<file path="config.mk">
export PLATFORM = sky130hd
export DESIGN_NAME = best_d_pipe
export DESIGN_NICKNAME = d
export VERILOG_FILES = /design/src/rtl/best_d_pipe_pkg.sv /design/src/rtl/best_d_pipe_ceil_log2_enc.sv /design/src/rtl/best_d_pipe.sv
export SDC_FILE = /design/constraint.sdc
export NUM_CORES = 1
export LEC_CHECK = 0
export ABC_AREA = 1
export CORE_ASPECT_RATIO = 1.2
export CORE_MARGIN = 8
export CORE_UTILIZATION = 60
export CTS_CLUSTER_SIZE = 30
export DETAILED_ROUTE_END_ITERATION = 10
export GPL_ROUTABILITY_DRIVEN = 0
export MAX_ROUTING_LAYER = met4
export PLACE_DENSITY_LB_ADDON = 0.15
export SLEW_MARGIN = 20
export SYNTH_ARGS = -nofsm -noshare
export SYNTH_HDL_FRONTEND = slang
export SYNTH_SLANG_ARGS = --single-unit
</file>
<file path="constraint.sdc">
create_clock -name clk -period 7.2 [get_ports clk]
set_input_delay 2.16 -clock clk [delete_from_list [all_inputs] [get_ports clk]]
set_output_delay 2.16 -clock clk [all_outputs]
set_load 0.01 [all_outputs]
</file>
<file path="src/rtl/best_d_pipe_pkg.sv">
// Shared helpers for the best-d selector: default theta table, product sizing
// and a constant-foldable clog2.
package best_d_pkg;

  function automatic int unsigned default_theta(input int unsigned t);
    if (t <= 1)      return 8;
    else if (t == 2) return 4;
    else if (t == 3) return 3;
    else if (t <= 5) return 2;
    else             return 1;
  endfunction

  function automatic int unsigned prod_width(input int unsigned n_w,
                                             input int unsigned theta_w);
    return n_w + theta_w;
  endfunction

  function automatic int unsigned clog2(input int unsigned v);
    int unsigned r;
    r = 0;
    while ((64'd1 << r) < 64'(v)) r++;
    return r;
  endfunction

endpackage

</file>
<file path="src/rtl/best_d_pipe_ceil_log2_enc.sv">
// Combinational q -> ceil(log2 q) priority encoder with saturation detect
// against the largest representable d = 2^(D_W-1).
module ceil_log2_enc
  import best_d_pkg::*;
#(
  parameter int unsigned Q_W  = 21,
  parameter int unsigned D_W  = 20,
  parameter int unsigned UR_W = clog2(Q_W + 1)
) (
  input  logic [Q_W-1:0]  q,
  output logic [UR_W-1:0] u_raw,
  output logic            sat
);

  logic [Q_W-1:0] qm1;

  // ceil(log2 q) for q>=2 is one past the top set bit of q-1
  always_comb begin
    qm1   = q - Q_W'(1);
    u_raw = '0;
    if (q > Q_W'(1)) begin
      for (int unsigned i = 0; i < Q_W; i++) begin
        if (qm1[i]) u_raw = UR_W'(i + 1);
      end
    end
  end

  // q > 2^(D_W-1) exactly when its ceiling exponent reaches D_W
  assign sat = (32'(u_raw) >= D_W);

endmodule

</file>
<file path="src/rtl/best_d_pipe.sv">
// Best-d selector: d = 2^clamp(ceil(log2((n*theta(t)) >> FRAC))) behind a
// valid/ready pipeline with a programmable theta table.
module best_d_pipe
  import best_d_pkg::*;
#(
  parameter int unsigned N_W     = 21,
  parameter int unsigned T_W     = 4,
  parameter int unsigned THETA_W = 4,
  parameter int unsigned FRAC    = 4,
  parameter int unsigned D_W     = 20,
  parameter int unsigned U_W     = 5,
  parameter int unsigned U_MIN   = 2,
  parameter int unsigned MUL_LAT = 1
) (
  input  logic               clk,
  input  logic               rst,
  input  logic               in_valid,
  output logic               in_ready,
  input  logic [N_W-1:0]     in_n,
  input  logic [T_W-1:0]     in_t,
  output logic               out_valid,
  input  logic               out_ready,
  output logic [D_W-1:0]     out_d,
  output logic [U_W-1:0]     out_u,
  output logic               out_sat,
  input  logic               cfg_we,
  input  logic [T_W-1:0]     cfg_addr,
  input  logic [THETA_W-1:0] cfg_theta
);

  localparam int unsigned P_W  = prod_width(N_W, THETA_W);
  localparam int unsigned Q_W  = P_W - FRAC;
  localparam int unsigned UR_W = clog2(Q_W + 1);

  logic               adv;
  logic [THETA_W-1:0] theta_tab [2**T_W];

  logic               s0_valid;
  logic [N_W-1:0]     s0_n;
  logic [THETA_W-1:0] s0_theta;

  logic [P_W-1:0]     prod;
  logic [Q_W-1:0]     prod_q;
  logic [MUL_LAT-1:0] m_valid;
  logic [Q_W-1:0]     m_q [MUL_LAT];

  logic [UR_W-1:0]    enc_u_raw;
  logic               enc_sat;
  int unsigned        u_clamp;

  // Single global enable: the whole pipe stalls while the output is full
  assign adv      = !out_valid || out_ready;
  assign in_ready = adv && !rst;

  always_ff @(posedge clk) begin
    if (rst) begin
      for (int unsigned i = 0; i < 2**T_W; i++)
        theta_tab[T_W'(i)] <= THETA_W'(default_theta(i));
    end else if (cfg_we) begin
      theta_tab[cfg_addr] <= cfg_theta;
    end
  end

  always_ff @(posedge clk) begin
    if (rst) begin
      s0_valid <= 1'b0;
    end else if (adv) begin
      s0_valid <= in_valid && in_ready;
      s0_n     <= in_n;
      s0_theta <= theta_tab[in_t];
    end
  end

  assign prod   = {{THETA_W{1'b0}}, s0_n} * {{N_W{1'b0}}, s0_theta};
  assign prod_q = Q_W'(prod >> FRAC);

  // Only q travels down the multiplier chain; the dropped fraction is never needed
  always_ff @(posedge clk) begin
    if (rst) begin
      m_valid <= '0;
    end else if (adv) begin
      m_valid[0] <= s0_valid;
      m_q[0]     <= prod_q;
      for (int unsigned i = 1; i < MUL_LAT; i++) begin
        m_valid[i] <= m_valid[i-1];
        m_q[i]     <= m_q[i-1];
      end
    end
  end

  ceil_log2_enc #(
    .Q_W  (Q_W),
    .D_W  (D_W),
    .UR_W (UR_W)
  ) u_enc (
    .q     (m_q[MUL_LAT-1]),
    .u_raw (enc_u_raw),
    .sat   (enc_sat)
  );

  always_comb begin
    u_clamp = 32'(enc_u_raw);
    if (u_clamp < U_MIN)
      u_clamp = U_MIN;
    else if (u_clamp > D_W - 1)
      u_clamp = D_W - 1;
  end

  always_ff @(posedge clk) begin
    if (rst) begin
      out_valid <= 1'b0;
      out_d     <= D_W'(1) << U_MIN;
      out_u     <= U_W'(U_MIN);
      out_sat   <= 1'b0;
    end else if (adv) begin
      out_valid <= m_valid[MUL_LAT-1];
      if (m_valid[MUL_LAT-1]) begin
        out_d   <= D_W'(1) << u_clamp;
        out_u   <= U_W'(u_clamp);
        out_sat <= enc_sat;
      end
    end
  end

endmodule
</file>
==> qor_table.md, run 1 <==
| Metric | Value |
|:---|:---|
| Post-cts sizing count | 0 |
| Die Width | 126.2 um |
| PnR worst setup slack | 1508 ps |
| Worst hold slack after final layout | 437.0 ps |
| Pin count of the biggest net entering global routing | 49 |
| Unrepaired setup endpoints after global routing | false |
| Worst path most repeated cell | sky130_fd_sc_hd__clkdlybuf4s50_1 |
| Crit. End Element | output pin |
| Buffer depth of the longest clock path | 2 |
| Synthesized-area fraction occupied by adder cells | 0.1276 |
| Final Hold Viols | 0 |
| Post-synthesis area per instance | 8.685 sq um |
| Required time at the worst-slack endpoint | 5040 ps |
| Master of the slowest instance on the critical path | sky130_fd_sc_hd__clkdlybuf4s50_1 |
| Async set-or-reset flop fraction in the synthesized netlist | 0 |
| Worst slew pin tran | 967.6 ps |
| Global-route wire length before repair | 29,440 um |
| Leakage component of the power | 4.396 nW |
| Peak clock frequency supported by timing | 175.7 MHz |
| Drc violations | 0 |
| Area share of xor/xnor cells in the synthesized design | 0.03591 |
| Post-Layout Cell Count | 1,254 |
| Cell-by-cell listing of the critical path | clkdlybuf4s50_1 -> nor2_1 -> nor2_4 -> clkdlybuf4s50_1 |
| Via count of the routed design | 6,558 |
| Maximum fanout encountered on the critical timing path | 6 |
| Final critical path time including I/O delays and setup | 5692 ps |
| Unique cell type count in the Yosys netlist | 45 |
| Min-Delay Path Class | reg2reg |
| Aggregate global-route resource usage | 0.2016 |
| Simple-gate portion of the synthesized area | 0.2166 |
| Type of element launching the critical path | input pin |
| Cell at the root of the clock tree | sky130_fd_sc_hd__clkbuf_16 |
| Sum of routed wire length over all layers | 17,390 um |
| Total overflow reported by the global router | 0 |
| Core area | 14,290 sq um |
| Clock slew at the register clock pins of the worst setup and hold paths | 60 ps |
| Yosys synthesis warning count | 0 |
| Max-slew violations | 0 |
| Post-Synthesis Net Count | 1,112 |
| Dominant cell type by area after synthesis | sky130_fd_sc_hd__edfxtp_1 |
| Antenna-violating nets left | 0 |
| Share of the cycle needed by the critical path after routing | 0.7906 |
| Die Y | 148.3 um |
| Slack of the worst reg-to-reg path | 2820 ps |
| Total negative slack for setup checks | 0 ps |
| Iteration count of the initial detailed-routing pass | 5 |
| Starting density of the core | 0.6119 |
| Final Setup Violations | 0 |
| Total area of multi-input combinational cells | 4175 sq um |
| Largest delay share family, worst path | buffers and inverters |
| Most numerous cell types in the synthesized netlist | sky130_fd_sc_hd__nand2_1 (227), sky130_fd_sc_hd__nor2_1 (150), sky130_fd_sc_hd__inv_1 (148), sky130_fd_sc_hd__edfxtp_1 (110), sky130_fd_sc_hd__a21oi_1 (52) |
| Setup Crit Path Kind | in2out |
| Hold bufs inserted after CTS | 0 |
| Post-route cell area | 10,070 sq um |
| Filler instances | 1,138 |
| Net count of the finished layout | 1,171 |
| Dominant synthesized flop cell | sky130_fd_sc_hd__edfxtp_1 |
| HPWL Detailed | 13,300 um |
| Routed vias/inst | 5.230 |
| Count of inserted antenna diode cells | 0 |
| # IOs | 66 |
| Die footprint | 18,710 sq um |
| Fraction of the mapped netlist area in compound gates | 0.07811 |
| Main combinational cell family by area after synthesis | simple AND/OR/NAND/NOR gates |
| Sequential element share of the synthesized area | 0.4441 |
| Highest ir drop seen on vdd | 179.6 uV |
| Worst Setup Slack post-DPL | 1487 ps |
| Cells taking the most area after synthesis | sky130_fd_sc_hd__edfxtp_1 (38%), sky130_fd_sc_hd__nand2_1 (9.7%), sky130_fd_sc_hd__fa_1 (8.5%) |
| Fraction of post-synthesis cell area in the top cell type by area | 0.3777 |
| Reported max-cap violation count | 0 |
| Worst EP arrival | 3530 ps |
| Share of post-route cells with drive strength above 1 | 0.06395 |
| Max H-tree Level | 4 |
| Number of placed cells counting well taps | 1,222 |
| Maximum single-stage delay on the critical path | 500 ps |
| Post-route clock skew | 15.45 ps |
| Detailed-route wire length per cell | 13.87 um |
| Source-to-sink clock delay at the later pin of the worst-skew pair | 430 ps |
| Std cell rows | 48 |
| Headroom to the max-slew limit | 0.3550 |
| Number of synthesized flops with an enable pin | 110 |
| Initial DRC count | 292 |
| PD cells | 259.4 nW/um^2 |
| Synthesized instance count | 1,007 |
| Quantity of I/O buffers inserted on ports | 65 |
| Run status | finished clean |
| Cell area after placement | 9535 sq um |
| Multiplexer fraction of the synthesized cell area | 0.01831 |
| Number of clock buffers inserted by TritonCTS | 17 |
| Via count of the first global-routing pass | 6,487 |
| Post-CTS repair timing setup buffer count | 0 |
| Buf+Inv Stages, Crit Path | 2 |
| Antenna violations before repair | 0 |
| Most instantiated library cell after synthesis | sky130_fd_sc_hd__nand2_1 |
| Sinks on the clock net | 139 |
| CTS tree | done |
| Synthesized flop and latch total | 139 |
| Total standard cell area after synthesis | 8746 sq um |
| P&R area growth vs syn | 15.16% |
| Area taken by flip-flops and latches | 3884 sq um |
==> per-layer routing <==
metal,part of all wire,vias to the layer above,track usage
li1,-,3349,-
met1,0.40,3068,0.2124
met2,0.55,118,0.3736
met3,0.031,23,0.03438
met4,0.018,0,0.06992
met5,0,-,-
==> cell type report <==
| type | count | area share |
|---|---|---|
| clock buffer | 19 | 0.04398 |
| clock inverter | 13 | 0.009317 |
| inverter | 156 | 0.05851 |
| multi-input combinational | 684 | 0.4145 |
| sequential | 139 | 0.3856 |
| tap | 175 | 0.02174 |
| timing repair buffer | 68 | 0.06634 |
==> final timing paths <==
kind,start,end,depth (start not counted)
setup / recovery,out_ready,in_ready,4
hold / removal,out_d[0],out_d[0],2
setup reg to reg,s0_theta[3],m_q[0][18],14
hold reg to reg,out_d[0],out_d[0],2
==> sequential cells by signal, indices dropped and copies added, names as in the netlist <==
| name | flops |
|---|---|
| theta_tab | 64 |
| m_q | 21 |
| s0_n | 21 |
| out_d | 20 |
| out_u | 5 |
| s0_theta | 4 |
| m_valid | 1 |
| out_sat | 1 |
| out_valid | 1 |
| s0_valid | 1 |
==> per-stage QoR <==
stage | util | total power [W]
5_1_grt | 0.7047 | 0.002783
6_report | 0.7047 | 0.002613
3_3_place_gp | 0.6671 | 0.001822
4_1_cts | 0.7047 | 0.002623
2_1_floorplan | - | 0.001666
3_5_place_dp | 0.6671 | 0.001841
==> logic make-up after synthesis <==
logic type	Yosys count
simple gates	444
buf+inv	184
flops	139
compound gates	122
fa+ha+maj	67
xor+xnor	35
mux	16
==> layout by cell type (no fill, tap or decap), types with 4 or more instances in the layout <==
| master | instances |
|---|---|
| sky130_fd_sc_hd__edfxtp_1 | 110 |
| sky130_fd_sc_hd__inv_2 | 5 |
| sky130_fd_sc_hd__mux2i_1 | 16 |
| sky130_fd_sc_hd__inv_1 | 148 |
| sky130_fd_sc_hd__nand3b_1 | 4 |
| sky130_fd_sc_hd__o211ai_1 | 17 |
| sky130_fd_sc_hd__nor2_4 | 5 |
| sky130_fd_sc_hd__nand4_1 | 13 |
| sky130_fd_sc_hd__nor2_1 | 149 |
| sky130_fd_sc_hd__fa_1 | 37 |
| sky130_fd_sc_hd__nand2_1 | 227 |
| sky130_fd_sc_hd__xor2_1 | 25 |
| sky130_fd_sc_hd__clkdlybuf4s50_1 | 64 |
| sky130_fd_sc_hd__clkbuf_16 | 17 |
| sky130_fd_sc_hd__a21oi_1 | 52 |
| sky130_fd_sc_hd__clkinv_2 | 4 |
| sky130_fd_sc_hd__dfxtp_1 | 29 |
| sky130_fd_sc_hd__o21ai_0 | 39 |
| sky130_fd_sc_hd__ha_1 | 30 |
| sky130_fd_sc_hd__nand3_1 | 18 |
| sky130_fd_sc_hd__nand2_2 | 8 |
| sky130_fd_sc_hd__xnor2_1 | 9 |
==> worst min-delay path, stage by stage (launching register included) <==
cell	delay, ps
sky130_fd_sc_hd__dfxtp_1	310
sky130_fd_sc_hd__nand2_1	60
sky130_fd_sc_hd__nor2_1	30
==> power by group <==
part / leakage (nW) / switching [W] / total [W] / internal (W)
clock: 0.258 / 0.000336 / 0.000786 / 0.000449
sequential: 1.30 / 0.0000765 / 0.00106 / 0.000985
combinational: 2.83 / 0.000468 / 0.000766 / 0.000297
total: 4.40 / 0.000881 / 0.00261 / 0.00173
(Power assumes the default switching activity.)
==> run 2: changes to the inputs <==
==> constraint.sdc (replaced) <==
create_clock -name clk -period 5.9 [get_ports clk]
set_input_delay 1.77 -clock clk [delete_from_list [all_inputs] [get_ports clk]]
set_output_delay 1.77 -clock clk [all_outputs]
set_load 0.01 [all_outputs]
==> qor_table.md, run 2 (same netlist as run 1, synthesis figures left out) <==
| Metric | Value | Change |
|:---|:---|:---|
| CTS tree | done |  |
| Antenna violations before repair | 0 | unchanged |
| Max H-tree Level | 4 | unchanged |
| Min-Delay Path Class | reg2reg |  |
| Maximum fanout encountered on the critical timing path | 6 | unchanged |
| Unrepaired setup endpoints after global routing | false |  |
| Highest ir drop seen on vdd | 246.2 uV | +37% |
| Final critical path time including I/O delays and setup | 4898 ps |  |
| Quantity of I/O buffers inserted on ports | 65 | unchanged |
| Std cell rows | 48 | unchanged |
| Source-to-sink clock delay at the later pin of the worst-skew pair | 430 ps | about the same |
| Leading registers by flop count | theta_tab (64), m_q (21), s0_n (21) |  |
| Peak clock frequency supported by timing | 204.2 MHz |  |
| Max-slew violations | 0 | unchanged |
| Share of the cycle needed by the critical path after routing | 0.8301 |  |
| Final Setup Violations | 0 | unchanged |
| Power Internal | 0.002323 W | +34% |
| Number of flip-flops in the largest register | 64 | unchanged |
| Type of element launching the critical path | input pin |  |
| Net count of the finished layout | 1,172 | +0.085% |
| Die footprint | 18,710 sq um | unchanged |
| Die Width | 126.2 um | unchanged |
| Iteration count of the initial detailed-routing pass | 5 | unchanged |
| Setup Crit Path Kind | in2out |  |
| P&R area growth vs syn | 16.65% |  |
| Routed vias/inst | 5.323 | +1.8% |
| Post-CTS repair timing setup buffer count | 0 | unchanged |
| Most frequent standard cell in the layout excluding fill and tap cells | sky130_fd_sc_hd__nand2_1 |  |
| Cell at the root of the clock tree | sky130_fd_sc_hd__clkbuf_16 |  |
| Total negative slack for setup checks | 0 ps | unchanged |
| HPWL Detailed | 13,480 um | +1.3% |
| Count of inserted antenna diode cells | 0 | unchanged |
| Final Hold Viols | 0 | unchanged |
| Filler instances | 1,053 | -7.5% |
| Post-route cell area | 10,200 sq um | +1.3% |
| Sum of routed wire length over all layers | 18,210 um | +4.8% |
| Share of post-route cells with drive strength above 1 | 0.06574 | +0.001793 |
| Worst slew pin tran | 970.2 ps | +2.634 ps |
| Starting density of the core | 0.6119 | unchanged |
| Proportion of total power due to net switching | 0.3229 | -0.01431 |
| Crit path from | out_ready |  |
| Post-cts sizing count | 0 | unchanged |
| Drc violations | 0 | unchanged |
| Via count of the first global-routing pass | 6,863 | +5.8% |
| Pin count of the biggest net entering global routing | 49 | unchanged |
| Hold bufs inserted after CTS | 0 | unchanged |
| Post-Layout Cell Count | 1,255 | +0.080% |
| Antenna-violating nets left | 0 | unchanged |
| Switching pwr | 0.001108 W | +26% |
| Sinks on the clock net | 139 | unchanged |
| Global-route wire length before repair | 31,180 um | +5.9% |
| Leakage component of the power | 4.464 nW | +1.5% |
| PD cells | 336.3 nW/um^2 | +30% |
| Leading cell types in the layout, fill and taps excluded | sky130_fd_sc_hd__nand2_1 (227), sky130_fd_sc_hd__nor2_1 (149), sky130_fd_sc_hd__inv_1 (148) |  |
| Reported max-cap violation count | 0 | unchanged |
| Run status | finished clean |  |
| Detailed-route wire length per cell | 14.51 um | +4.7% |
| Register name with the most flops | theta_tab |  |
| Core area | 14,290 sq um | unchanged |
| Number of placed cells counting well taps | 1,223 | +0.082% |
| Headroom to the max-slew limit | 0.3532 | -0.001756 |
| Aggregate global-route resource usage | 0.2137 | +0.01205 |
| Crit. End Element | output pin |  |
| Logic gate share of total power | 0.275 | -0.018 |
| Hold Path Origin | out_d[0] |  |
| Die Y | 148.3 um | unchanged |
| Clock Power Share | 0.348 | +0.047 |
| Via count of the routed design | 6,680 | +1.9% |
| Sequential share of power | 0.377 | -0.029 |
| Post-route clock skew | 7.871 ps | -7.579 ps |
| Initial DRC count | 303 | +3.8% |
| Buffer depth of the longest clock path | 2 | unchanged |
| # IOs | 66 | unchanged |
| Total overflow reported by the global router | 0 | unchanged |
| Worst Setup Slack post-DPL | 990.7 ps | -496.5 ps |
| Clock slew at the register clock pins of the worst setup and hold paths | 60 ps | about the same |
| Required time at the worst-slack endpoint | 4130 ps | -910 ps |
| Cell area after placement | 9543 sq um | about the same |
| Power consumption | 0.003431 W | +31% |
| Worst EP arrival | 3130 ps | -400 ps |
| Reg2reg start | s0_theta[3] |  |
| PnR worst setup slack | 1002 ps | -505.5 ps |
| Number of clock buffers inserted by TritonCTS | 17 | unchanged |
==> run 2: cell count changes in the layout (fill, tap and decap cells not counted) <==
cell,delta
sky130_fd_sc_hd__bufinv_16,+5
sky130_fd_sc_hd__clkinv_2,-3
sky130_fd_sc_hd__clkinvlp_4,-3
sky130_fd_sc_hd__inv_8,+2
sky130_fd_sc_hd__buf_4,+1
sky130_fd_sc_hd__clkbuf_1,-1
sky130_fd_sc_hd__clkbuf_8,-1
sky130_fd_sc_hd__clkinvlp_2,+1
==> run 2: layer usage <==
metal	GRT usage	wire length, um	up-vias
met4	0.08137	403	0
met5	-	0	-
met3	0.04728	820	29
met1	0.2137	6857	3136
met2	0.3978	10130	157
li1	-	-	3358
==> run 2: final timing paths <==
path,end,slack (ps),depth (start not counted)
min reg2reg,out_d[0],440,2
max reg2reg,m_q[0][19],1450,19
min,out_d[0],440,2
max,in_ready,1000,4
==> run 2: metrics by stage <==
step / hold slack [ps] / util
2_1_floorplan: 448.3 / -
3_3_place_gp: 427.2 / 0.6676
3_5_place_dp: 428.8 / 0.6676
4_1_cts: 439.1 / 0.7138
5_1_grt: 446.9 / 0.7138
6_report: 436.4 / 0.7138
==> run 2: final cells by class <==
type / count / area [sq um] / share of cell area
clock buffers: 17 / 425.4 / 0.04170
clock inverters: 15 / 234.0 / 0.02293
inverters: 156 / 589.3 / 0.05776
multi-input cells: 684 / 4175 / 0.4092
flip-flops and latches: 139 / 3884 / 0.3807
well taps: 175 / 219.0 / 0.02146
repair buffers: 69 / 675.6 / 0.06623
==> run 2: power by group through the flow <==
stage | clock network (W) | registers, W | logic [W]
global placement | 0 | 0.00131 | 0.000911
finish | 0.00119 | 0.00130 | 0.000944
CTS | 0.00120 | 0.00129 | 0.000949
global route | 0.00124 | 0.00131 | 0.00110
floorplan | 0 | 0.00128 | 0.000748
detailed placement | 0 | 0.00131 | 0.000934
==> run 2: worst max-delay path: stages <==
cell and delay (ps):
sky130_fd_sc_hd__clkdlybuf4s50_1 400, sky130_fd_sc_hd__nor2_1 350, sky130_fd_sc_hd__nor2_4 100, sky130_fd_sc_hd__clkdlybuf4s50_1 500
==> run 3: changes to the inputs <==
==> constraint.sdc (replaced) <==
create_clock -name clk -period 5.08 [get_ports clk]
set_input_delay 1.524 -clock clk [delete_from_list [all_inputs] [get_ports clk]]
set_output_delay 1.524 -clock clk [all_outputs]
set_load 0.01 [all_outputs]
==> qor_table.md, run 3 (same netlist as run 1, synthesis figures left out) <==
| Metric | Value | Change |
|:---|:---|:---|
| CTS tree | done |  |
| Number of flip-flops in the largest register | 64 | unchanged |
| Starting density of the core | 0.6119 | unchanged |
| Final Hold Viols | 0 | unchanged |
| Hold bufs inserted after CTS | 0 | unchanged |
| Net count of the finished layout | 1,174 | +0.17% |
| Worst slew pin tran | 941.4 ps | -28.84 ps |
| HPWL Detailed | 13,500 um | +0.12% |
| Share of the cycle needed by the critical path after routing | 0.8688 |  |
| Min-Delay Path Class | reg2reg |  |
| Quantity of I/O buffers inserted on ports | 65 | unchanged |
| Met2 usage in global routing | 0.3798 | -0.01803 |
| Pin count of the biggest net entering global routing | 49 | unchanged |
| Post-CTS repair timing setup buffer count | 0 | unchanged |
| Max-slew violations | 0 | unchanged |
| Total overflow reported by the global router | 0 | unchanged |
| Routed vias/inst | 5.218 | -2.0% |
| Post-cts sizing count | 0 | unchanged |
| Reported max-cap violation count | 0 | unchanged |
| Share of post-route cells with drive strength above 1 | 0.06839 | +0.002651 |
| PnR worst setup slack | 666.7 ps | -335.5 ps |
| Most frequent standard cell in the layout excluding fill and tap cells | sky130_fd_sc_hd__nand2_1 |  |
| PD cells | 372.2 nW/um^2 | +11% |
| Std cell rows | 48 | unchanged |
| Source-to-sink clock delay at the later pin of the worst-skew pair | 420 ps | about the same |
| Global-route track usage on met3 | 0.03725 | -0.01003 |
| Core area | 14,290 sq um | unchanged |
| Iteration count of the initial detailed-routing pass | 6 | +1 |
| Leading registers by flop count | theta_tab (64), m_q (21), s0_n (21) |  |
| Final critical path time including I/O delays and setup | 4413 ps |  |
| Clock slew at the register clock pins of the worst setup and hold paths | 60 ps | about the same |
| Maximum fanout encountered on the critical timing path | 6 | unchanged |
| Peak clock frequency supported by timing | 226.6 MHz |  |
| Aggregate global-route resource usage | 0.2028 | -0.01091 |
| Highest ir drop seen on vdd | 265.9 uV | +8.0% |
| Leading cell types in the layout, fill and taps excluded | sky130_fd_sc_hd__nand2_1 (227), sky130_fd_sc_hd__nor2_1 (149), sky130_fd_sc_hd__inv_1 (148) |  |
| Count of inserted antenna diode cells | 0 | unchanged |
| Power consumption | 0.003769 W | +9.8% |
| Required time at the worst-slack endpoint | 3560 ps | -570 ps |
| Via count of the first global-routing pass | 6,613 | -3.6% |
| Final Setup Violations | 0 | unchanged |
| # IOs | 66 | unchanged |
| Worst hold slack after final layout | 439.5 ps | +3.163 ps |
| Worst EP arrival | 2890 ps | -240 ps |
| Sinks on the clock net | 139 | unchanged |
| Worst Setup Slack post-DPL | 652.0 ps | -338.7 ps |
| Post-route clock skew | 9.691 ps | +1.820 ps |
| Leakage component of the power | 4.425 nW | -0.85% |
| Global routing met1 resource utilization | 0.2083 | -0.005419 |
| Die Width | 126.2 um | unchanged |
| Buffer depth of the longest clock path | 2 | unchanged |
| Antenna violations before repair | 0 | unchanged |
| Register name with the most flops | theta_tab |  |
| Max H-tree Level | 4 | unchanged |
| Headroom to the max-slew limit | 0.3724 | +0.01923 |
| Total negative slack for setup checks | 0 ps | unchanged |
| Setup Crit Path Kind | in2out |  |
| Detailed-route wire length per cell | 13.98 um | -3.7% |
| Drc violations | 0 | unchanged |
| Antenna-violating nets left | 0 | unchanged |
| Initial DRC count | 274 | -9.6% |
| Global-route wire length before repair | 29,670 um | -4.8% |
| Run status | finished clean |  |
| Die Y | 148.3 um | unchanged |
| Via count of the routed design | 6,559 | -1.8% |
| Crit. End Element | output pin |  |
| Number of clock buffers inserted by TritonCTS | 17 | unchanged |
| Die footprint | 18,710 sq um | unchanged |
| Cell at the root of the clock tree | sky130_fd_sc_hd__clkbuf_16 |  |
| Sum of routed wire length over all layers | 17,580 um | -3.5% |
| Type of element launching the critical path | input pin |  |
| Most utilized layer in the global route result | met2 |  |
| Unrepaired setup endpoints after global routing | false |  |
| P&R area growth vs syn | 15.77% |  |
[run 3: cell count changes in the layout (fill, tap and decap cells not counted), sizes merged]
cell,change
inv,-1
bufinv,-4
buf,+2
clkinv,+3
clkinvlp,+2
[run 3: worst paths after layout]
path | from | endpoint | slack (ps) | cells past startpoint
setup / recovery | out_ready | in_ready | 670 | 4
hold / removal | out_d[0] | out_d[0] | 440 | 2
setup reg to reg | s0_theta[1] | m_q[0][19] | 810 | 19
hold reg to reg | out_d[0] | out_d[0] | 440 | 2
[run 3: per-stage QoR]
step,instances,area [sq um],utilization
2_1_floorplan,1007,8748,-
3_3_place_gp,1225,9558,0.6687
3_5_place_dp,1225,9558,0.6687
4_1_cts,1257,10120,0.7083
5_1_grt,1257,10120,0.7083
6_report,1257,10120,0.7083
[run 3: per-layer routing]
| metal | vias up | part of all wire |
|---|---|---|
| met5 | - | 0 |
| met4 | 0 | 0.019 |
| met3 | 21 | 0.034 |
| met2 | 121 | 0.55 |
| met1 | 3054 | 0.40 |
| li1 | 3363 | - |
[run 3: worst max-delay path: stages]
cell,delay (ps)
sky130_fd_sc_hd__clkdlybuf4s50_1,400
sky130_fd_sc_hd__nor2_1,360
sky130_fd_sc_hd__nor2_4,100
sky130_fd_sc_hd__clkdlybuf4s50_1,510
[run 3: cell type report]
class	instances	area (sq um)
clock inverters	15	141.4
well taps	175	219.0
repair buffers	71	690.7
clock buffers	17	425.4
multi-input cells	684	4175
fillers	1138	4169
flip-flops and latches	139	3884
inverters	156	589.3
[run 3: where the power goes]
group | total (W) | switching [W] | internal [W]
combinational | 0.00109 | 0.000663 | 0.000425
sequential | 0.00150 | 0.000106 | 0.00140
clock | 0.00118 | 0.000499 | 0.000680
total | 0.00377 | 0.00127 | 0.00250
